### src/rtl/ldpc_pkg.sv
// Shared definitions for the 12-bit, 6-check LDPC code: sizes, H rows,
// codeword bit positions and the encoder FSM states.
package ldpc_pkg;

    localparam int LDPC_N = 12;
    localparam int LDPC_K = 7;
    localparam int LDPC_M = 6;

    // Bit position of vi inside a codeword: v1 sits at the MSB.
    localparam logic [3:0] V1  = 4'd11;
    localparam logic [3:0] V2  = 4'd10;
    localparam logic [3:0] V3  = 4'd9;
    localparam logic [3:0] V4  = 4'd8;
    localparam logic [3:0] V5  = 4'd7;
    localparam logic [3:0] V6  = 4'd6;
    localparam logic [3:0] V7  = 4'd5;
    localparam logic [3:0] V8  = 4'd4;
    localparam logic [3:0] V9  = 4'd3;
    localparam logic [3:0] V10 = 4'd2;
    localparam logic [3:0] V11 = 4'd1;
    localparam logic [3:0] V12 = 4'd0;

    localparam logic [LDPC_N-1:0] H_C1 = 12'h314;
    localparam logic [LDPC_N-1:0] H_C2 = 12'h88A;
    localparam logic [LDPC_N-1:0] H_C3 = 12'h462;
    localparam logic [LDPC_N-1:0] H_C4 = 12'h2A1;
    localparam logic [LDPC_N-1:0] H_C5 = 12'h851;
    localparam logic [LDPC_N-1:0] H_C6 = 12'h50C;

    localparam logic [LDPC_M-1:0][LDPC_N-1:0] H_ROWS = {H_C6, H_C5, H_C4, H_C3, H_C2, H_C1};

    // msg[j] lands at codeword bit MSG_POS[j]; msg is {v4,v7,v8,v9,v10,v11,v12}.
    localparam logic [LDPC_K-1:0][3:0] MSG_POS = {V4, V7, V8, V9, V10, V11, V12};

    typedef enum logic [2:0] {
        ST_IDLE = 3'd0,
        ST_P3   = 3'd1,
        ST_P5   = 3'd2,
        ST_P1   = 3'd3,
        ST_P6   = 3'd4,
        ST_P2   = 3'd5,
        ST_CHK  = 3'd6,
        ST_OUT  = 3'd7
    } enc_state_e;

    function automatic logic [LDPC_N-1:0] msg_to_cw(input logic [LDPC_K-1:0] m);
        logic [LDPC_N-1:0] c;
        c = '0;
        for (int j = 0; j < LDPC_K; j++) begin
            c[MSG_POS[j]] = m[j];
        end
        return c;
    endfunction

    function automatic logic row_parity(input logic [LDPC_N-1:0] c, input logic [LDPC_N-1:0] mask);
        return ^(c & mask);
    endfunction

endpackage

### src/rtl/ldpc_encoder_parity_step.sv
// Combinational peeling step: for each parity state, the parity bit to
// write and the codeword position it belongs to.
module ldpc_parity_step
    import ldpc_pkg::*;
(
    input  enc_state_e               i_state,
    input  logic [LDPC_N-1:0]        i_cw,
    input  logic                     i_acc,
    output logic                     o_bit,
    output logic [3:0]               o_idx,
    output logic                     o_we
);

    // Select the check row that has exactly one unresolved member this cycle.
    always_comb begin
        o_bit = 1'b0;
        o_idx = 4'd0;
        o_we  = 1'b0;
        case (i_state)
            ST_P3: begin
                o_bit = i_cw[V4] ^ i_cw[V8] ^ i_cw[V10];
                o_idx = V3;
                o_we  = 1'b1;
            end
            ST_P5: begin
                o_bit = i_acc ^ i_cw[V7] ^ i_cw[V12];
                o_idx = V5;
                o_we  = 1'b1;
            end
            ST_P1: begin
                o_bit = i_acc ^ i_cw[V9] ^ i_cw[V11];
                o_idx = V1;
                o_we  = 1'b1;
            end
            ST_P6: begin
                o_bit = i_acc ^ i_cw[V8] ^ i_cw[V12];
                o_idx = V6;
                o_we  = 1'b1;
            end
            ST_P2: begin
                o_bit = i_acc ^ i_cw[V7] ^ i_cw[V11];
                o_idx = V2;
                o_we  = 1'b1;
            end
            default: begin
                o_bit = 1'b0;
                o_idx = 4'd0;
                o_we  = 1'b0;
            end
        endcase
    end

endmodule

### src/rtl/ldpc_encoder.sv
// Systematic serial LDPC encoder: one parity bit per cycle, redundant
// check c6 re-evaluated before the codeword is presented.
module ldpc_encoder
    import ldpc_pkg::*;
#(
    parameter int BPS      = 12,
    parameter int MSG_BITS = 7
) (
    input  logic                 clk,
    input  logic                 rst,
    input  logic                 msg_valid,
    output logic                 msg_ready,
    input  logic [MSG_BITS-1:0]  msg,
    output logic                 cw_valid,
    input  logic                 cw_ready,
    output logic [BPS-1:0]       cw,
    output logic                 cw_err
);

    if (BPS != LDPC_N) begin : g_bad_bps
        $error("ldpc_encoder: BPS must be 12");
    end
    if (MSG_BITS != LDPC_K) begin : g_bad_msg_bits
        $error("ldpc_encoder: MSG_BITS must be 7");
    end

    enc_state_e          r_state;
    enc_state_e          w_next_state;
    logic [LDPC_N-1:0]   r_cw;
    logic                r_acc;
    logic                r_cw_err;
    logic                r_msg_ready;
    logic                r_cw_valid;
    logic                w_accept;
    logic                w_par_bit;
    logic [3:0]          w_par_idx;
    logic                w_par_we;

    assign w_accept = r_msg_ready & msg_valid;

    ldpc_parity_step u_step (
        .i_state (r_state),
        .i_cw    (r_cw),
        .i_acc   (r_acc),
        .o_bit   (w_par_bit),
        .o_idx   (w_par_idx),
        .o_we    (w_par_we)
    );

    // Next-state logic: fixed walk through the parity states, handshake at the ends.
    always_comb begin
        w_next_state = r_state;
        case (r_state)
            ST_IDLE: begin
                if (w_accept) begin
                    w_next_state = ST_P3;
                end else begin
                    w_next_state = ST_IDLE;
                end
            end
            ST_P3:  w_next_state = ST_P5;
            ST_P5:  w_next_state = ST_P1;
            ST_P1:  w_next_state = ST_P6;
            ST_P6:  w_next_state = ST_P2;
            ST_P2:  w_next_state = ST_CHK;
            ST_CHK: w_next_state = ST_OUT;
            ST_OUT: begin
                if (cw_ready) begin
                    w_next_state = ST_IDLE;
                end else begin
                    w_next_state = ST_OUT;
                end
            end
            default: w_next_state = ST_IDLE;
        endcase
    end

    // State and handshake flags; flags are registered copies of the next state.
    always_ff @(posedge clk or posedge rst) begin
        if (rst) begin
            r_state     <= ST_IDLE;
            r_msg_ready <= 1'b1;
            r_cw_valid  <= 1'b0;
        end else begin
            r_state     <= w_next_state;
            r_msg_ready <= (w_next_state == ST_IDLE);
            r_cw_valid  <= (w_next_state == ST_OUT);
        end
    end

    // Codeword, accumulator and self-check registers.
    always_ff @(posedge clk or posedge rst) begin
        if (rst) begin
            r_cw     <= 12'h000;
            r_acc    <= 1'b0;
            r_cw_err <= 1'b0;
        end else if (w_accept) begin
            r_cw     <= msg_to_cw(msg);
            r_acc    <= 1'b0;
            r_cw_err <= 1'b0;
        end else if (w_par_we) begin
            r_cw[w_par_idx] <= w_par_bit;
            r_acc           <= w_par_bit;
        end else if (r_state == ST_CHK) begin
            r_cw_err <= row_parity(r_cw, H_ROWS[5]);
        end else begin
            r_cw     <= r_cw;
            r_acc    <= r_acc;
            r_cw_err <= r_cw_err;
        end
    end

    assign msg_ready = r_msg_ready;
    assign cw_valid  = r_cw_valid;
    assign cw        = r_cw;
    assign cw_err    = r_cw_err;

endmodule

### config.mk
export PLATFORM = sky130hd
export DESIGN_NAME = ldpc_encoder
export DESIGN_NICKNAME = d
export VERILOG_FILES = /design/src/rtl/ldpc_pkg.sv /design/src/rtl/ldpc_encoder_parity_step.sv /design/src/rtl/ldpc_encoder.sv
export SDC_FILE = /design/constraint.sdc
export NUM_CORES = 1
export LEC_CHECK = 0
export ABC_AREA = 1
export BUFFER_PORTS_ARGS = -buffer_cell sky130_fd_sc_hd__buf_2
export CAP_MARGIN = 20
export CORE_MARGIN = 3
export CORE_UTILIZATION = 45
export CTS_CLUSTER_SIZE = 30
export DETAILED_ROUTE_END_ITERATION = 16
export PLACE_DENSITY = 0.78
export RECOVER_POWER = 50
export SLEW_MARGIN = 20
export SYNTH_ARGS = -nofsm -noshare
export SYNTH_HDL_FRONTEND = slang
export SYNTH_SLANG_ARGS = --single-unit
export TNS_END_PERCENT = 20
### constraint.sdc
create_clock -name clk -period 2.3 [get_ports clk]
set_input_delay 0.23 -clock clk [delete_from_list [all_inputs] [get_ports clk]]
set_output_delay 0.23 -clock clk [all_outputs]
set_load 0.01 [all_outputs]
Word-level counts from Yosys, hierarchy flattened
Cells that the tools add are included.
Storage, ports and cells
  bits in registers: 19
  input port bits: 11
  output and inout port bits: 15
  word-level logic and storage cells: 51
Cells by class
  $lt $le $gt $ge: 2
  equal/unequal tests: 9
  multiplexer cells: 16
  bitwise gates (word level): 10
  reduce and logical (&&, ||, !) cells: 8
Operators with widths (count)
  12-bit two-way mux: 2
  3-bit one-hot mux with 8 select lines: 1
  4-bit one-hot mux with 5 select lines: 1
  3-bit == test, second input constant: 5
  12-bit bitwise mux: 1
  12-bit parity: 1
  1-bit XOR: 9
  1-bit two-way mux: 8
  3-bit by 2-bit == test with 1-bit output, second input constant: 2
  3-bit zero test: 2
  4-bit by 5-bit < comparator with 1-bit output, second input constant: 1
  1-bit one-hot mux with 5 select lines: 1
  5-bit OR reduction: 1
  1-bit demux with 4-bit select: 1
  4-bit by 1-bit >= comparator with 1-bit output, second input constant: 1
  2-bit nonzero test: 2
  3-bit by 1-bit == test with 1-bit output, second input constant: 1
  3-bit two-way mux: 1
  2-bit inequality test, second input constant: 1
  2-bit AND reduction: 1
  1-bit AND: 1
  1-bit logical AND: 1

Logic depth before layout (Yosys ltp)
Gate-level depths: netlist of the first run.
  word-level depth: 9
  gate-level depth with buffers: 10
  mapped depth without buffers: 10

Hierarchy
A second synthesis of the first run with hierarchy kept.
Second synthesis, totals
  cell total of the unflattened synthesis: 228
  area total of the unflattened synthesis: 1397.6 µm²
By module, submodules not included
  ldpc_encoder: times used 1, cells an instance 173, area an instance 1148.6 µm², sequential area each 476.7 µm²
  ldpc_parity_step: times used 1, cells an instance 55, area an instance 249.0 µm², sequential area each 0.0 µm²

Worst setup path after synthesis of the first run
No wires, ideal clock.
  path kind: flip-flop to flip-flop
  start point: register r_state[1]
  end point: register r_cw[3], in the netlist cw[3]
  setup time: 0.124 ns
  data arrival time: 1.419 ns
  data required time: 2.176 ns
  path slack: 0.757 ns
  cell stages (with the launch flop): 10
  buffers on the path: 0
  period minus slack after synthesis: 1.543 ns
  cells stage by stage: dfrtp_1 inv_1 ha_1 nand2_2 nand2_2 nand2_2 o21ai_2 nand2_1 nand2_1 nand3_1
Between the ends
  word-level cells in the longest chain between the ends: 9
  elaborated cells on any way between the ends: 18
  classes of those cells: 2 x order compare; 5 x eq/ne; 8 x mux; 3 x reduce/logical
Ends and longest elaborated chain
  start, declared: line ldpc_encoder.sv:27  | enc_state_e r_state;
  start signal, assigned: line ldpc_encoder.sv:85  | r_state <= w_next_state;
  3-bit == test (tied with other cells): line ldpc_encoder_parity_step.sv:19  | case (i_state)
  4-bit one-hot mux with 5 select lines: line ldpc_encoder_parity_step.sv:19
  4-bit by 5-bit < comparator with 1-bit output (not written as such) or 4-bit by 1-bit >= comparator with 1-bit output (tied branches): line ldpc_encoder.sv:102  | r_cw[w_par_idx] <= w_par_bit;
  1-bit logical AND (not written as such): line ldpc_encoder.sv:102
  1-bit two-way mux (not written as such): line ldpc_encoder.sv:102
  1-bit demux with 4-bit select: line ldpc_encoder.sv:102
  12-bit bitwise mux: line ldpc_encoder.sv:102
  12-bit two-way mux: line ldpc_encoder.sv:101  | end else if (w_par_we) begin
  12-bit two-way mux: line ldpc_encoder.sv:97  | end else if (w_accept) begin
  end signal, assigned: line ldpc_encoder.sv:98  | r_cw <= msg_to_cw(msg);
  end signal, assigned by index: line ldpc_encoder.sv:102
  end signal, assigned: line ldpc_encoder.sv:107  | r_cw <= r_cw;
  end, declared: line ldpc_encoder.sv:29  | logic [LDPC_N-1:0] r_cw;
Parallel ways exist; a longest one is shown, timed or not. The select of a mux whose other input is x is not followed.
A chain may end at the register's enable or synchronous reset.

Worst setup path in the final report of the first run
  start point: register r_state[1]
  end point: register r_cw[2], in the netlist cw[2]
Same word-level chain as after synthesis.

==> results of run 1 <==
-- registers in the layout, summed over array words and instances (netlist names) --
| name | flops |
|---|---|
| cw | 12 |
| r_state | 3 |
| cw_err | 1 |
| cw_valid | 1 |
| msg_ready | 1 |
| r_acc | 1 |
-- routing by layer --
metal	wire [um]	GRT usage	share of wire
met5	0	0	0
met4	7	0.03311	0.0026
met3	157	0.05882	0.058
met2	1311	0.2969	0.48
met1	1229	0.2272	0.45
-- report_power, final --
part	internal [uW]	switching [uW]
registers	440	132
logic	304	560
clock network	65.0	114
total	808	806
-- layout make-up --
cell class              instances  area share
flip-flops and latches         19      0.3512
inverters                      19     0.05253
well taps                      28     0.02581
repair buffers                 26     0.09124
clock buffers                   3     0.01659
multi-input cells             118      0.4590
clock inverters                 1    0.003687
-- logic make-up (layout without fill, tap and decap cells) --
| family | Yosys count | after routing |
|---|---|---|
| buffers and inverters | 22 | 49 |
| AOI/OAI and AO/OA | 17 | 17 |
| xor gates and xnor gates | 3 | 3 |
| adders and majority gates | 5 | 5 |
| DFF | 19 | 19 |
| and+or+nand+nor | 93 | 93 |
-- synthesized netlist by cell type --
cell type,n
dfrtp_1,18
o21ai_0,6
xnor2_1,2
inv_1,17
nand2_1,44
clkbuf_1,1
xor2_1,1
nor3_1,4
o211ai_1,4
nand3b_1,2
dfstp_2,1
ha_1,5
o21ai_1,1
o2111ai_1,1
nor2_1,13
a21oi_1,2
and3_1,1
nand4_1,1
buf_2,2
nand3_2,3
o21ai_2,2
nand2_2,6
inv_2,2
o221ai_1,1
nand3_1,19
-- final timing paths --
| check | startpoint | to | slack [ns] | cells after the start |
|---|---|---|---|---|
| worst max-delay path | r_state[1] | cw[2] | 0.57 | 9 |
| worst min-delay path | rst | r_state[1] | 0.01 | 2 |
| worst max register to register | r_state[1] | cw[2] | 0.57 | 9 |
| worst min register to register | cw[9] | cw[9] | 0.53 | 2 |
| max in group asynchronous | rst | cw[0] | 1.82 | 2 |
| min in group clk | msg[5] | cw[5] | 0.11 | 3 |
-- per-stage QoR --
step	cells	total power [uW]	hold WS, ns	worst slack (ns)	utilization
after floorplan	159	1202	0.1804	0.7568	-
after global placement	210	1411	0.3952	0.6808	0.5670
after detailed placement	210	1442	0.4015	0.5919	0.5670
after CTS	214	1626	0.05001	0.5860	0.5787
after global routing	214	1780	0.05924	0.4487	0.5750
final	214	1614	0.01216	0.5709	0.5750
==> metrics.md, run 1 <==
| Metric | Value |
|---|---|
| Initial Util | `0.5019` |
| Largest net degree at the start of global routing | `20` |
| Initial drt markers | `27` |
| Fin crit share | `0.7518` |
| Clk buf depth | `2` |
| PD cells | `1189 nW/um^2` |
| First-pass GRT wire length | `4.733 mm` |
| Maxcap violations | `0` |
| Slowest CP cell | `dfrtp_1` |
| Clock root cell | `clkbuf_4` |
| Total Neg Setup Slack | `0 ns` |
| Most frequent CP cell | `nand2_2` |
| Syn Std Cell Area | `~1200 sq um` |
| Hold_buf cts | `0` |
| Num ports | `26` |
| Pleak | `0.0007371 uW` |
| Hold Path Class | `primary input to async pin` |
| WL per Instance | `12.64 um` |
| Startpoint types | `register` |
| Setup crit end kind | `register` |
| Area delta synth->final | `14.57%` |
| Diodes inserted | `0` |
| YS warnings | `0` |
| Post-Synth Adder-Cell Area | `0.05280` |
| WP data arrival | `approximately 1.9 ns` |
| Family with the most delay on the worst path | `simple AND/OR/NAND/NOR gates` |
| Vias/cell | `approximately 5.3` |
| Layout cells sized above 1 | `0.1989` |
| Die Y | `roughly 57 um` |
| Count of final hold-check violations | `0` |
| Slew Limit Fails | `0` |
| Most common cell after layout, fill and taps aside | `nand2_1` |
| Area leader, netlist | `dfrtp_1` |
| Average size of a mapped cell | `7.452 sq um` |
| Clock latency on the worst-skew pair | `about 0.31 ns` |
| Top post-synthesis cells by area | `dfrtp_1, nand2_1, nand3_1` |
| Die ar. | `3285 sq um` |
| Synth Area in Compound Gates | `0.09293` |
| H-tree depth | `1` |
| Register area share after synthesis | `0.4023` |
| Post_cts resized | `0` |
| Critical path's largest stage delay | `0.49 ns` |
| Tot GR Track Use | `0.1782` |
| Routed WL | `~2.7 mm` |
| Initial antenna violation count | `0` |
| Main combinational cell family by area after synthesis | `simple AND/OR/NAND/NOR gates` |
| Slew @ Worst Pin | `0.7263 ns` |
| Port buffer count | `25` |
| Max Clk Rate | `578.3 MHz` |
| CTS tree | `yes` |
| Rel. slew slack | `0.5152` |
| ANT nets after route | `0` |
| Post-Synth Simple-Gate Area | `0.3580` |
| Nets | `just over 200` |
| Portion of netlist area occupied by mux cells | `0` |
| Final RePlAce weighted congestion | `0.8837` |
| CP required | `~2.5 ns` |
| Fillers | `around 230` |
| Fin crit period | `1.729 ns` |
| Clock Skews | `0.008184 ns` |
| Die Wd | `57.32 um` |
| Finished layout cell area | `1358 sq um` |
| # rows | `17` |
| CP max FO | `7` |
| Sink Count | `19` |
| Most frequent cells in the layout | `nand2_1, nand3_1, dfrtp_1, buf_2, inv_1` |
| Via count | `1139` |
| Status | `completed` |
| Setup Viol. Count Final | `0` |
| Syn Nets | `around 180` |
| Clock Pin Slew Worst Setup and Hold Paths | `between 0.1 and 0.15 ns` |
| Synth Area in XOR/XNOR | `0.02218` |
| # DRC | `0` |
| DPL Wire Length | `2.022 mm` |
| Number of global-route vias before repair | `1126` |
| Synth cell types | `25` |
| Core footprint | `2361 sq um` |
| Synth Instances | `about 160` |
| Crit path buf inv count | `1` |
| Post-CTS setup buffer count | `0` |
| Maximum VDD drop | `0.6098 mV` |
| CTS buffer count | `3` |
| RSZ-0062 raised after global routing | `false` |
| Area share of the largest cell type after synthesis | `0.3801` |
| Overflow after GRT | `0` |
| Multi-input logic area | `623.1 sq um` |
| Register area | `476.7 sq um` |
| CP Cell Sequence | `inv_1, ha_1, nand2_2, nand2_2, nand2_2, o21ai_2, nand2_1, nand2_1, nand3_1` |
| DRT Pass-1 Iters | `4` |
| Setup CP Type | `register to register` |
| Cell Area, Placed | `1339 sq um` |
| #FFs+latches synth | `19` |
Note: power is estimated with default switching activity, not from simulation.
==> run 2: changes to the inputs <==
--- a/config.mk
+++ b/config.mk
@@ -12,7 +12,7 @@
 export CORE_UTILIZATION = 45
 export CTS_CLUSTER_SIZE = 30
 export DETAILED_ROUTE_END_ITERATION = 16
-export PLACE_DENSITY = 0.78
+export PLACE_DENSITY = 0.81
 export RECOVER_POWER = 50
 export SLEW_MARGIN = 20
 export SYNTH_ARGS = -nofsm -noshare
==> constraint.sdc (replaced) <==
create_clock -name clk -period 1.5 [get_ports clk]
set_input_delay 0.15 -clock clk [delete_from_list [all_inputs] [get_ports clk]]
set_output_delay 0.15 -clock clk [all_outputs]
set_load 0.01 [all_outputs]
==> metrics.md, run 2 (same netlist as run 1, synthesis figures left out) <==
| Metric | Value |
|---|---|
| Met1 Wirelength | `1.366 mm` |
| Die Y | `57.32 um` |
| Met2 wire length | `1.771 mm` |
| Area delta synth->final | `37.06%` |
| RSZ-0062 raised after global routing | `true` |
| Largest net degree at the start of global routing | `14` |
| WP data arrival | `1.77 ns` |
| Layout cells sized above 1 | `0.3831` |
| Register area | `480.5 sq um` |
| WL per Instance | `15.82 um` |
| Most frequent cells in the layout | `nand2_1, buf_2, nand3_1, dfrtp_1, inv_1` |
| DRT Pass-1 Iters | `4` |
| Pleak | `0.0008594 uW` |
| DPL Wire Length | `2.249 mm` |
| Clock latency on the worst-skew pair | `roughly 0.30 ns` |
| Slew Limit Fails | `0` |
| Num ports | `26` |
| Sink Count | `19` |
| Clk buf depth | `2` |
| Multi-input logic area | `approximately 760 sq um` |
| Fillers | `158` |
| Status | `complete, but fails checks` |
| Nets | `between 200 and 250` |
| Die Wd | `57.32 um` |
| Rel. slew slack | `0.5113` |
| Clock Skews | `0.005684 ns` |
| Max reg flops | `12` |
| Startpoint types | `register` |
| Hold Path Class | `primary input to register` |
| Setup CP Type | `register to register` |
| Tot GR Track Use | `0.1848` |
| CTS buffer count | `3` |
| Fin crit share | `1.043` |
| Die ar. | `approximately 3300 sq um` |
| ANT nets after route | `0` |
| Finished layout cell area | `1624 sq um` |
| Setup Viol. Count Final | `6` |
| Reg2Reg Setup Slack | `-0.07 ns` |
| Slew @ Worst Pin | `0.7330 ns` |
| Most common cell after layout, fill and taps aside | `nand2_1` |
| Count of final hold-check violations | `0` |
| Overflow after GRT | `0` |
| Final setup margin | `-0.06501 ns` |
| Clock root cell | `clkbuf_4` |
| Routed WL | `about 3.6 mm` |
| Number of global-route vias before repair | `between 1000 and 1500` |
| Via count | `between 1000 and 1500` |
| Initial drt markers | `83` |
| CTS tree | `yes` |
| Setup crit end kind | `register` |
| Vias/cell | `5.869` |
| H-tree depth | `1` |
| Top Layer Used | `met4` |
| CP required | `~1.7 ns` |
| Port buffer count | `25` |
| # rows | `17` |
| Clock Pin Slew Worst Setup and Hold Paths | `0.11 ns` |
| Maxcap violations | `0` |
| PD cells | `1960 nW/um^2` |
| CP max FO | `6` |
| Diodes inserted | `0` |
| Failing checks | `negative setup slack` |
| Core footprint | `2361 sq um` |
| Fin crit period | `1.565 ns` |
| Power consumption | `3184 uW` |
| # DRC | `0` |
| Initial Util | `0.5019` |
| Cell Area, Placed | `1406 sq um` |
| Initial antenna violation count | `0` |
| Max Clk Rate | `639.0 MHz` |
| First-pass GRT wire length | `4.843 mm` |
| Maximum VDD drop | `0.9747 mV` |
| Final RePlAce weighted congestion | `0.9141` |
| Total Neg Setup Slack | `-0.2264 ns` |
| Met3 wire len | `361 um` |
==> run 2: stage by stage <==
step	instances	hold WS, ns	util	setup WS, ns
6_report	229	0.05519	0.6879	-0.06501
5_1_grt	229	0.06792	0.6879	-0.1316
4_1_cts	224	0.05904	0.6232	-0.0004379
3_5_place_dp	219	0.08094	0.5957	-0.04344
3_3_place_gp	219	0.08177	0.5957	0.01743
2_1_floorplan	159	0.1004	-	0.001810
==> run 2: worst paths after layout <==
kind | cells after the start | endpoint | start
setup / recovery | 7 | msg_ready | r_state[2]
hold / removal | 3 | cw[5] | msg[5]
setup reg to reg | 7 | msg_ready | r_state[2]
hold reg to reg | 2 | cw[9] | cw[9]
max in group asynchronous | 4 | cw[6] | rst
min in group asynchronous | 3 | r_state[2] | rst
==> run 2: metal layers <==
| layer | up-vias | GRT usage |
|---|---|---|
| met4 | 0 | 0.06623 |
| met5 | - | 0 |
| met1 | 629 | 0.2376 |
| li1 | 608 | - |
| met2 | 87 | 0.3132 |
| met3 | 20 | 0.02941 |
==> run 2: power breakdown <==
group          switching, uW  internal, uW  leakage [uW]
Clock                    159           104     0.0000150
Combinational           1260           779      0.000603
Sequential               197           681      0.000242
Total                   1620          1560      0.000859
==> run 2: area by class of cell <==
class / instances / share of cell area
Multi-Input combinational cell: 119 / 0.4684
Tap cell: 28 / 0.02157
Timing Repair Buffer: 40 / 0.1510
Inverter: 19 / 0.04700
Clock buffer: 4 / 0.01618
Sequential cell: 19 / 0.2958
==> run 2: critical path: stages (launching register included) <==
cell and delay (ns):
dfrtp_2 0.49, inv_4 0.08, ha_1 0.19, nor3_2 0.20, nand2_2 0.12, inv_2 0.07, nor2_1 0.07, nor3_1 0.25
==> run 2: repair_timing <==
action	4_1_cts	5_1_grt
setup endpoints to repair	11	11
hold endpoints to repair	6	0
hold buffers	1	0
setup buffers	0	4
cloned	0	1
pin swaps	0	13
resized for setup	7	33
